File: config.mk
export PLATFORM = sky130hd
export DESIGN_NAME = crc16_serial_engine
export DESIGN_NICKNAME = d
export VERILOG_FILES = /design/src/rtl/crc16_serial_engine.sv
export SDC_FILE = /design/constraint.sdc
export NUM_CORES = 1
export LEC_CHECK = 0
export CAP_MARGIN = 20
export CORE_MARGIN = 5
export CORE_UTILIZATION = 53
export CTS_CLUSTER_DIAMETER = 200
export DETAILED_ROUTE_END_ITERATION = 7
export PLACE_DENSITY = 0.78
export SYNTH_ARGS = -nofsm -noshare
export SYNTH_HDL_FRONTEND = slang
export SYNTH_SLANG_ARGS = --single-unit
File: constraint.sdc
create_clock -name clk -period 1.8 [get_ports clk]
set_clock_uncertainty 0.1 [all_clocks]
set_input_delay 0.54 -clock clk [delete_from_list [all_inputs] [get_ports clk]]
set_output_delay 0.54 -clock clk [all_outputs]
set_load 0.01 [all_outputs]
File: src/rtl/crc16_serial_engine.sv
// crc16_serial_engine
// Multi-cycle CRC-16/CCITT-FALSE engine (non-reflected, MSB-first, no final XOR).
// One byte is accepted per handshake and folded in BITS_PER_CLK bits per clock,
// so a byte takes N = 8/BITS_PER_CLK busy cycles. The running CRC is published
// on crc_value only when a byte completes.
//
// Ports:
//   clk            system clock
//   rst_n          asynchronous active-low reset
//   crc_init       single-cycle pulse: reload INIT, abort any byte in flight
//   crc_data       byte to fold in, sampled only on the accept edge
//   crc_data_valid single-cycle request to process crc_data (ignored while busy)
//   crc_value      last completed CRC (registered)
//   crc_busy       high while a byte is in flight
//   crc_done       one-cycle pulse in the cycle after the last step of a byte
module crc16_serial_engine #(
  parameter logic [15:0] POLY         = 16'h1021,
  parameter logic [15:0] INIT         = 16'hFFFF,
  parameter int          BITS_PER_CLK = 1
) (
  input  logic        clk,
  input  logic        rst_n,
  input  logic        crc_init,
  input  logic [7:0]  crc_data,
  input  logic        crc_data_valid,
  output logic [15:0] crc_value,
  output logic        crc_busy,
  output logic        crc_done
);

  localparam int N  = 8 / BITS_PER_CLK;
  localparam int CW = $clog2(N + 1);

  // Only divisors of 8 give a whole number of steps per byte.
  generate
    if (!(BITS_PER_CLK == 1 || BITS_PER_CLK == 2 ||
          BITS_PER_CLK == 4 || BITS_PER_CLK == 8)) begin : g_bad_bits_per_clk
      $error("crc16_serial_engine: BITS_PER_CLK must be 1, 2, 4 or 8");
    end
  endgenerate

  typedef enum logic {
    IDLE,
    SHIFT
  } state_t;

  state_t          state;
  state_t          state_next;
  logic [15:0]     work_crc;
  logic [15:0]     crc_step;
  logic [7:0]      shift_reg;
  logic [7:0]      shift_step;
  logic [CW-1:0]   step_cnt;
  logic            accept;
  logic            last_step;
  logic            fb;

  // State register.
  always_ff @(posedge clk or negedge rst_n) begin
    if (!rst_n) begin
      state <= IDLE;
    end else begin
      state <= state_next;
    end
  end

  // Next-state logic: init always wins, then accept, then stepping.
  always_comb begin
    state_next = state;
    if (crc_init) begin
      state_next = IDLE;
    end else begin
      case (state)
        IDLE:  if (crc_data_valid) state_next = SHIFT;
        SHIFT: if (last_step)      state_next = IDLE;
      endcase
    end
  end

  // FSM-derived controls. last_step marks the edge on which the counter reaches 0.
  always_comb begin
    crc_busy  = (state == SHIFT);
    accept    = (state == IDLE) && crc_data_valid && !crc_init;
    last_step = (state == SHIFT) && (step_cnt == CW'(1));
  end

  // BITS_PER_CLK iterations of the serial MSB-first update, unrolled into one clock.
  always_comb begin
    crc_step   = work_crc;
    shift_step = shift_reg;
    fb         = 1'b0;
    for (int i = 0; i < BITS_PER_CLK; i++) begin
      fb         = crc_step[15] ^ shift_step[7];
      crc_step   = {crc_step[14:0], 1'b0} ^ (fb ? POLY : 16'h0000);
      shift_step = {shift_step[6:0], 1'b0};
    end
  end

  // Datapath: working CRC, byte shifter, step counter and the published result.
  // crc_value only moves on init or on the completion edge, so it is stable in SHIFT.
  always_ff @(posedge clk or negedge rst_n) begin
    if (!rst_n) begin
      work_crc  <= INIT;
      crc_value <= INIT;
      shift_reg <= 8'h00;
      step_cnt  <= '0;
      crc_done  <= 1'b0;
    end else if (crc_init) begin
      work_crc  <= INIT;
      crc_value <= INIT;
      step_cnt  <= '0;
      crc_done  <= 1'b0;
    end else begin
      crc_done <= 1'b0;
      if (accept) begin
        shift_reg <= crc_data;
        step_cnt  <= CW'(N);
      end else if (state == SHIFT) begin
        work_crc  <= crc_step;
        shift_reg <= shift_step;
        if (step_cnt != '0) begin
          step_cnt <= step_cnt - CW'(1);
        end
        if (last_step) begin
          crc_value <= crc_step;
          crc_done  <= 1'b1;
        end
      end
    end
  end

endmodule
**Yosys cells after proc, flatten, opt, wreduce, memory -nomap -nowiden**

Cells that the tools add are included.
Widths: inputs -> output; s select.

- Logic and storage cells: 49
- Bits in registers: 46
- Input port bits: 12
- Output and inout port bits: 18

- Equality and inequality tests: 2
- $add $sub $neg: 1
- Bitwise gates (word level): 4
- Multiplexer cells: 22
- Reductions and logical operators: 14

Operator list:

| kind | number |
|---|---|
| $mux 16 | 7 |
| $mux 4 | 4 |
| $mux 8 | 2 |
| $xor 16x13->16 | 1 |
| $mux 13 | 1 |
| $mux 1 | 7 |
| $reduce_and 2->1 | 3 |
| $reduce_bool 2->1 | 3 |
| $reduce_bool 3->1 | 2 |
| $eq 4x1->1 const B | 1 |
| $reduce_bool 4->1 | 1 |
| $sub 4x1->4 const B | 1 |
| $logic_and 1x1->1 | 3 |
| $reduce_and 3->1 | 1 |
| $ne 2x2->1 const B | 1 |
| $not 1->1 | 2 |
| $pmux 1 s2 | 1 |
| $logic_not 1->1 | 1 |
| $xor 1x1->1 | 1 |

**Depth between registers and ports, before layout**

- Depth after elaboration: 7
- Depth in mapped cells: 7
- Gate-level depth less buffers: 5

**Worst setup path before layout**

OpenSTA, ideal clock, no wires.

- Kind: flip-flop to flip-flop
- Start: register step_cnt[0]
- End: register step_cnt[0]
- Arrival time: 1.398 ns
- Required time: 1.580 ns
- Buffers on the path: 0
- Path slack: 0.182 ns
- Period minus slack after synthesis: 1.618 ns
- Setup time: 0.120 ns
- Cell stages (with the launch flop): 6
- Cells stage by stage: dfrtp_1 > inv_1 > ha_1 > or3b_4 > and3_4 > o211a_1

- Word-level cells in the longest chain between the ends: 5
- Elaborated cells between the ends (all ways): 8
- Classes of those cells: add/sub: 1; mux: 4; reduce/logical: 3

RTL lines:

| element | line | text |
|---|---|---|
| from (decl) | 53 | `logic [CW-1:0] step_cnt;` |
| from (signal assigned) | 117 | `step_cnt <= CW'(N);` |
| from (signal assigned) | 122 | `step_cnt <= step_cnt - CW'(1);` |
| $sub 4x1->4 | 122 |  |
| $mux 4 | 121 | `if (step_cnt != '0) begin` |
| $mux 4 | 118 | `end else if (state == SHIFT) begin` |
| $mux 4 | 115 | `if (accept) begin` |
| $mux 4 | 108 | `end else if (crc_init) begin` |

Parallel ways exist; a longest one is shown, timed or not. The select of a mux whose other input is x is not followed.
A chain may end at the register's enable or synchronous reset.

**Final worst setup path**

- Start: register crc_value[13]
- End: output port crc_value[13]

RTL lines:

| element | line | text |
|---|---|---|
| from (decl) | 26 | `output logic [15:0] crc_value,` |
| from (signal assigned) | 125 | `crc_value <= crc_step;` |

No word-level cell between the ends.

==> load_flow_metrics.sql <==
INSERT INTO impl_metrics (metric_group, metric, value, unit) VALUES
('critical_path', 'slowest_stage_cell_crit_path', 'dfstp_2', ''),
('clock_tree', 'htreeDepth', '2', ''),
('clock_tree', 'number_of_sinks_driven_by_the_clock_tree', '46', ''),
('synth', 'ys_async_sr_fraction', '100', '%'),
('flow_run', 'maxCapViolations', '0', ''),
('critical_path', 'timing.critical_path.fanout_max', '2', ''),
('critical_path', 'crit_path_start', 'crc_value[13]', ''),
('critical_path', 'cp.buffers_inverters', '1', ''),
('synth', 'synth_cell_type_count', '32', ''),
('grt', 'global_route_wire_length_before_repair', '7460', 'um'),
('route', 'routed_wire_length_per_instance', '15.8', 'um'),
('grt', 'number_of_global_route_vias_before_repair', '1556', ''),
('route', 'drtPass1Iterations', '5', ''),
('synth', 'post_synth.cell_area_avg', '10.9', 'um^2'),
('clock_tree', 'clock_buffers_created_by_tritoncts', '5', ''),
('timing', 'timing.final.hold_violations', '0', ''),
('placed_design', 'numPlacedInstances', '264', ''),
('placed_design', 'dp_hpwl', '2980', 'um'),
('route', 'dr.first_iter.drc_count', '91', ''),
('pwr', 'peakVddDrop', '0.608', 'mV'),
('cells_and_area', 'post_route_cells_drive_above_1_share', '28.1', '%'),
('critical_path', 'timing.setup.critical_path_class', 'flip-flop to output port', ''),
('route', 'final_antenna_net_count', '0', ''),
('route', 'detail_route.vias_per_cell', '5.38', ''),
('placed_design', 'gpl.final_weighted_congestion', '0.792', ''),
('placed_design', 'port_buffer_cells', '29', ''),
('die', 'num_io_pins', '30', ''),
('critical_path', 'worst-r2r-setup-slack', '0.08', 'ns'),
('timing', 'finalMaxSlewViolations', '0', ''),
('synth', 'ys_seq_area_share', '58.1', '%'),
('clock_tree', 'clkSlewWorstSetupHoldPaths', '0.09', 'ns'),
('cells_and_area', 'syn_to_final_growth', '21.9', '%'),
('synth', 'synth-main-ff-cell', 'dfstp_2', ''),
('route', 'routed_wirelength', '4300', 'um'),
('synth', 'synth.yosys.warnings', '0', ''),
('die', 'total_die_area', '5210', 'um^2'),
('cells_and_area', 'fillerInstances', '307', ''),
('critical_path', 'critPathRequiredTime', '1.16', 'ns'),
('grt', 'grt_start_max_net_pins', '34', ''),
('synth', 'synthesis.nets', '202', ''),
('min_path', 'worst_hold_path_type', 'input pin to async pin', ''),
('timing', 'worst_slew_pin_slew', '0.434', 'ns'),
('cells_and_area', 'instances_no_fill', '272', ''),
('timing', 'max_freq', '0.571', 'GHz'),
('pwr', 'p_leak', '1.07', 'nW'),
('clock_tree', 'cts_tree', 'yes', ''),
('critical_path', 'cp_num_cells', '1', ''),
('critical_path', 'critical_path.cell_chain', 'clkdlybuf4s15_1', ''),
('critical_path', 'critical_path.max_stage_delay', '0.55', 'ns'),
('critical_path', 'rr_startpoint', 'step_cnt[1]', ''),
('run_status', 'outcome', 'finished, final reports clean', ''),
('critical_path', 'critPathCapture', 'crc_value[13]', ''),
('cells_and_area', 'nets', '237', ''),
('timing', 'rsz_0062_raised_after_global_routing', 'no', ''),
('route', 'drcViolationCount', '0', ''),
('grt', 'total_global_routing_track_utilization', '18.6', '%'),
('timing', 'maxSlewHeadroom', '71.0', '%'),
('timing', 'post-route-min-period', '1.75', 'ns'),
('die', 'chipWidth', '72.2', 'um'),
('pwr', 'power-per-cell-area', '818', 'nW/um^2'),
('critical_path', 'endpoint_kind', 'output port', ''),
('clock_tree', 'root_buffer', 'clkbuf_8', ''),
('synth', 'synthesis.instances', '188', ''),
('critical_path', 'regToRegEndpoint', 'step_cnt[0]', ''),
('die', 'initial_core_util', '55.2', '%'),
('die', 'rows', '22', ''),
('die', 'chipHeight', '72.2', 'um'),
('grt', 'initial_antenna_violation_count', '0', ''),
('cells_and_area', 'multi_input_area', '764', 'um^2'),
('critical_path', 'crit_family', 'flip-flops', ''),
('synth', 'synth_enable_flop_cells', '0', ''),
('timing', 'report.final.setup_viol', '0', ''),
('cells_and_area', 'diodes', '0', ''),
('clock_tree', 'cts-root-to-sink-buffers', '2', ''),
('cells_and_area', 'seqCellArea', '1190', 'um^2'),
('die', 'fp.coreArea', '3720', 'um^2'),
('route', 'num_vias', '1462', ''),
('grt', 'grt_overflow_total', '0', ''),
('timing', 'fin_tns_setup', '0', 'ns'),
('critical_path', 'reg2reg_depth', '5', ''),
('timing', 'layout_worst_path_cycle_share', '97.3', '%'),
('critical_path', 'worst_setup_path_start_kind', 'flip-flop', ''),
('critical_path', 'critPathArrivalTime', '1.11', 'ns'),
('synth', 'syn_area', '2050', 'um^2'),
('clock_tree', 'worst_skew_late_latency', '0.30', 'ns'),
('synth', 'synth.ff_latch_count', '46', '');
[kinds of logic after synthesis]
logic type      Yosys count  share of synthesized area [%]
compound gates           31                           9.94
xor+xnor                  3                           1.28
fa+ha+maj                 2                           1.22
buf+inv                  17                           5.06
flops                    46                           58.1
mux                      15                           7.32
simple gates             74                           17.1
[report_power, final]
part | internal, mW | switching, mW | total, mW
Clock | 0.273 | 0.360 | 0.632
Sequential | 1.10 | 0.0377 | 1.14
Combinational | 0.129 | 0.144 | 0.272
[area by class of cell]
class	count	area share (%)
flip-flops and latches	46	47.6
clock inverters	3	0.851
repair buffers	40	15.0
well taps	48	2.40
clock buffers	5	2.75
inverters	5	0.751
multi-input cells	125	30.6
[synthesized netlist by cell type (2+ instances only)]
master,number,share of area [%]
a21bo_2,2,0.98
a21oi_1,8,2.0
a22oi_1,7,2.6
buf_2,4,0.98
clkbuf_1,3,0.55
clkbuf_8,3,2.0
dfrtp_1,14,17
dfstp_2,32,41
ha_1,2,1.2
inv_1,5,0.92
mux2i_1,15,7.3
nand2_1,49,9.0
nand3_1,13,3.2
nor2_1,3,0.55
o211ai_1,2,0.73
o21ai_0,9,2.2
xnor2_1,2,0.85
[placed cells by master (no fill, tap or decap), types with 2 or more instances in the layout]
cell,n
buf_4,8
clkdlybuf4s50_1,10
buf_12,2
xnor2_1,2
clkbuf_8,5
nor2_1,3
dfrtp_1,14
mux2i_1,15
a21oi_1,8
dfstp_2,32
nand2_1,49
o21ai_0,9
inv_1,4
a22oi_1,7
a21bo_2,2
nand3_1,13
dlygate4sd2_1,17
o211ai_1,2
[routing by layer]
layer  vias to the layer above  GRT usage (%)  share of wire, %
met1                       721           24.1                43
met5                         -              0                 0
met4                         0           8.98              0.81
met3                         4           4.29               5.5
met2                        32           29.3                51
li1                        705              -                 -
[through the flow]
step / area [um^2] / util [%] / hold slack (ns) / worst slack [ns] / total power [mW]
finish: 2500 / 67.3 / 0.0670 / 0.0483 / 2.04
global placement: 2420 / 65.1 / 0.373 / 0.0506 / 1.42
CTS: 2490 / 66.9 / 0.0741 / 0.0144 / 2.06
floorplan: 2050 / - / 0.144 / 0.182 / 1.31
detailed placement: 2420 / 65.1 / 0.378 / 0.0251 / 1.43
global route: 2500 / 67.3 / 0.0919 / 0.00329 / 2.14
[repair_timing]
action,in CTS,in global routing
resized for setup,18,5
hold endpoints to repair,0,0
endpoints found under the setup margin,18,5
hold buffers,0,0
setup buffers,0,0
[how the worst min path moves through the flow]
stage | startpoint | end
after floorplan | rst_n | crc_busy
after global placement | shift_reg[5] | shift_reg[5]
after detailed placement | crc_value[14] | crc_value[14]
after CTS | rst_n | shift_reg[4]
after global routing | rst_n | shift_reg[4]
final | rst_n | shift_reg[4]
Note: power is estimated with default switching activity, not from simulation.
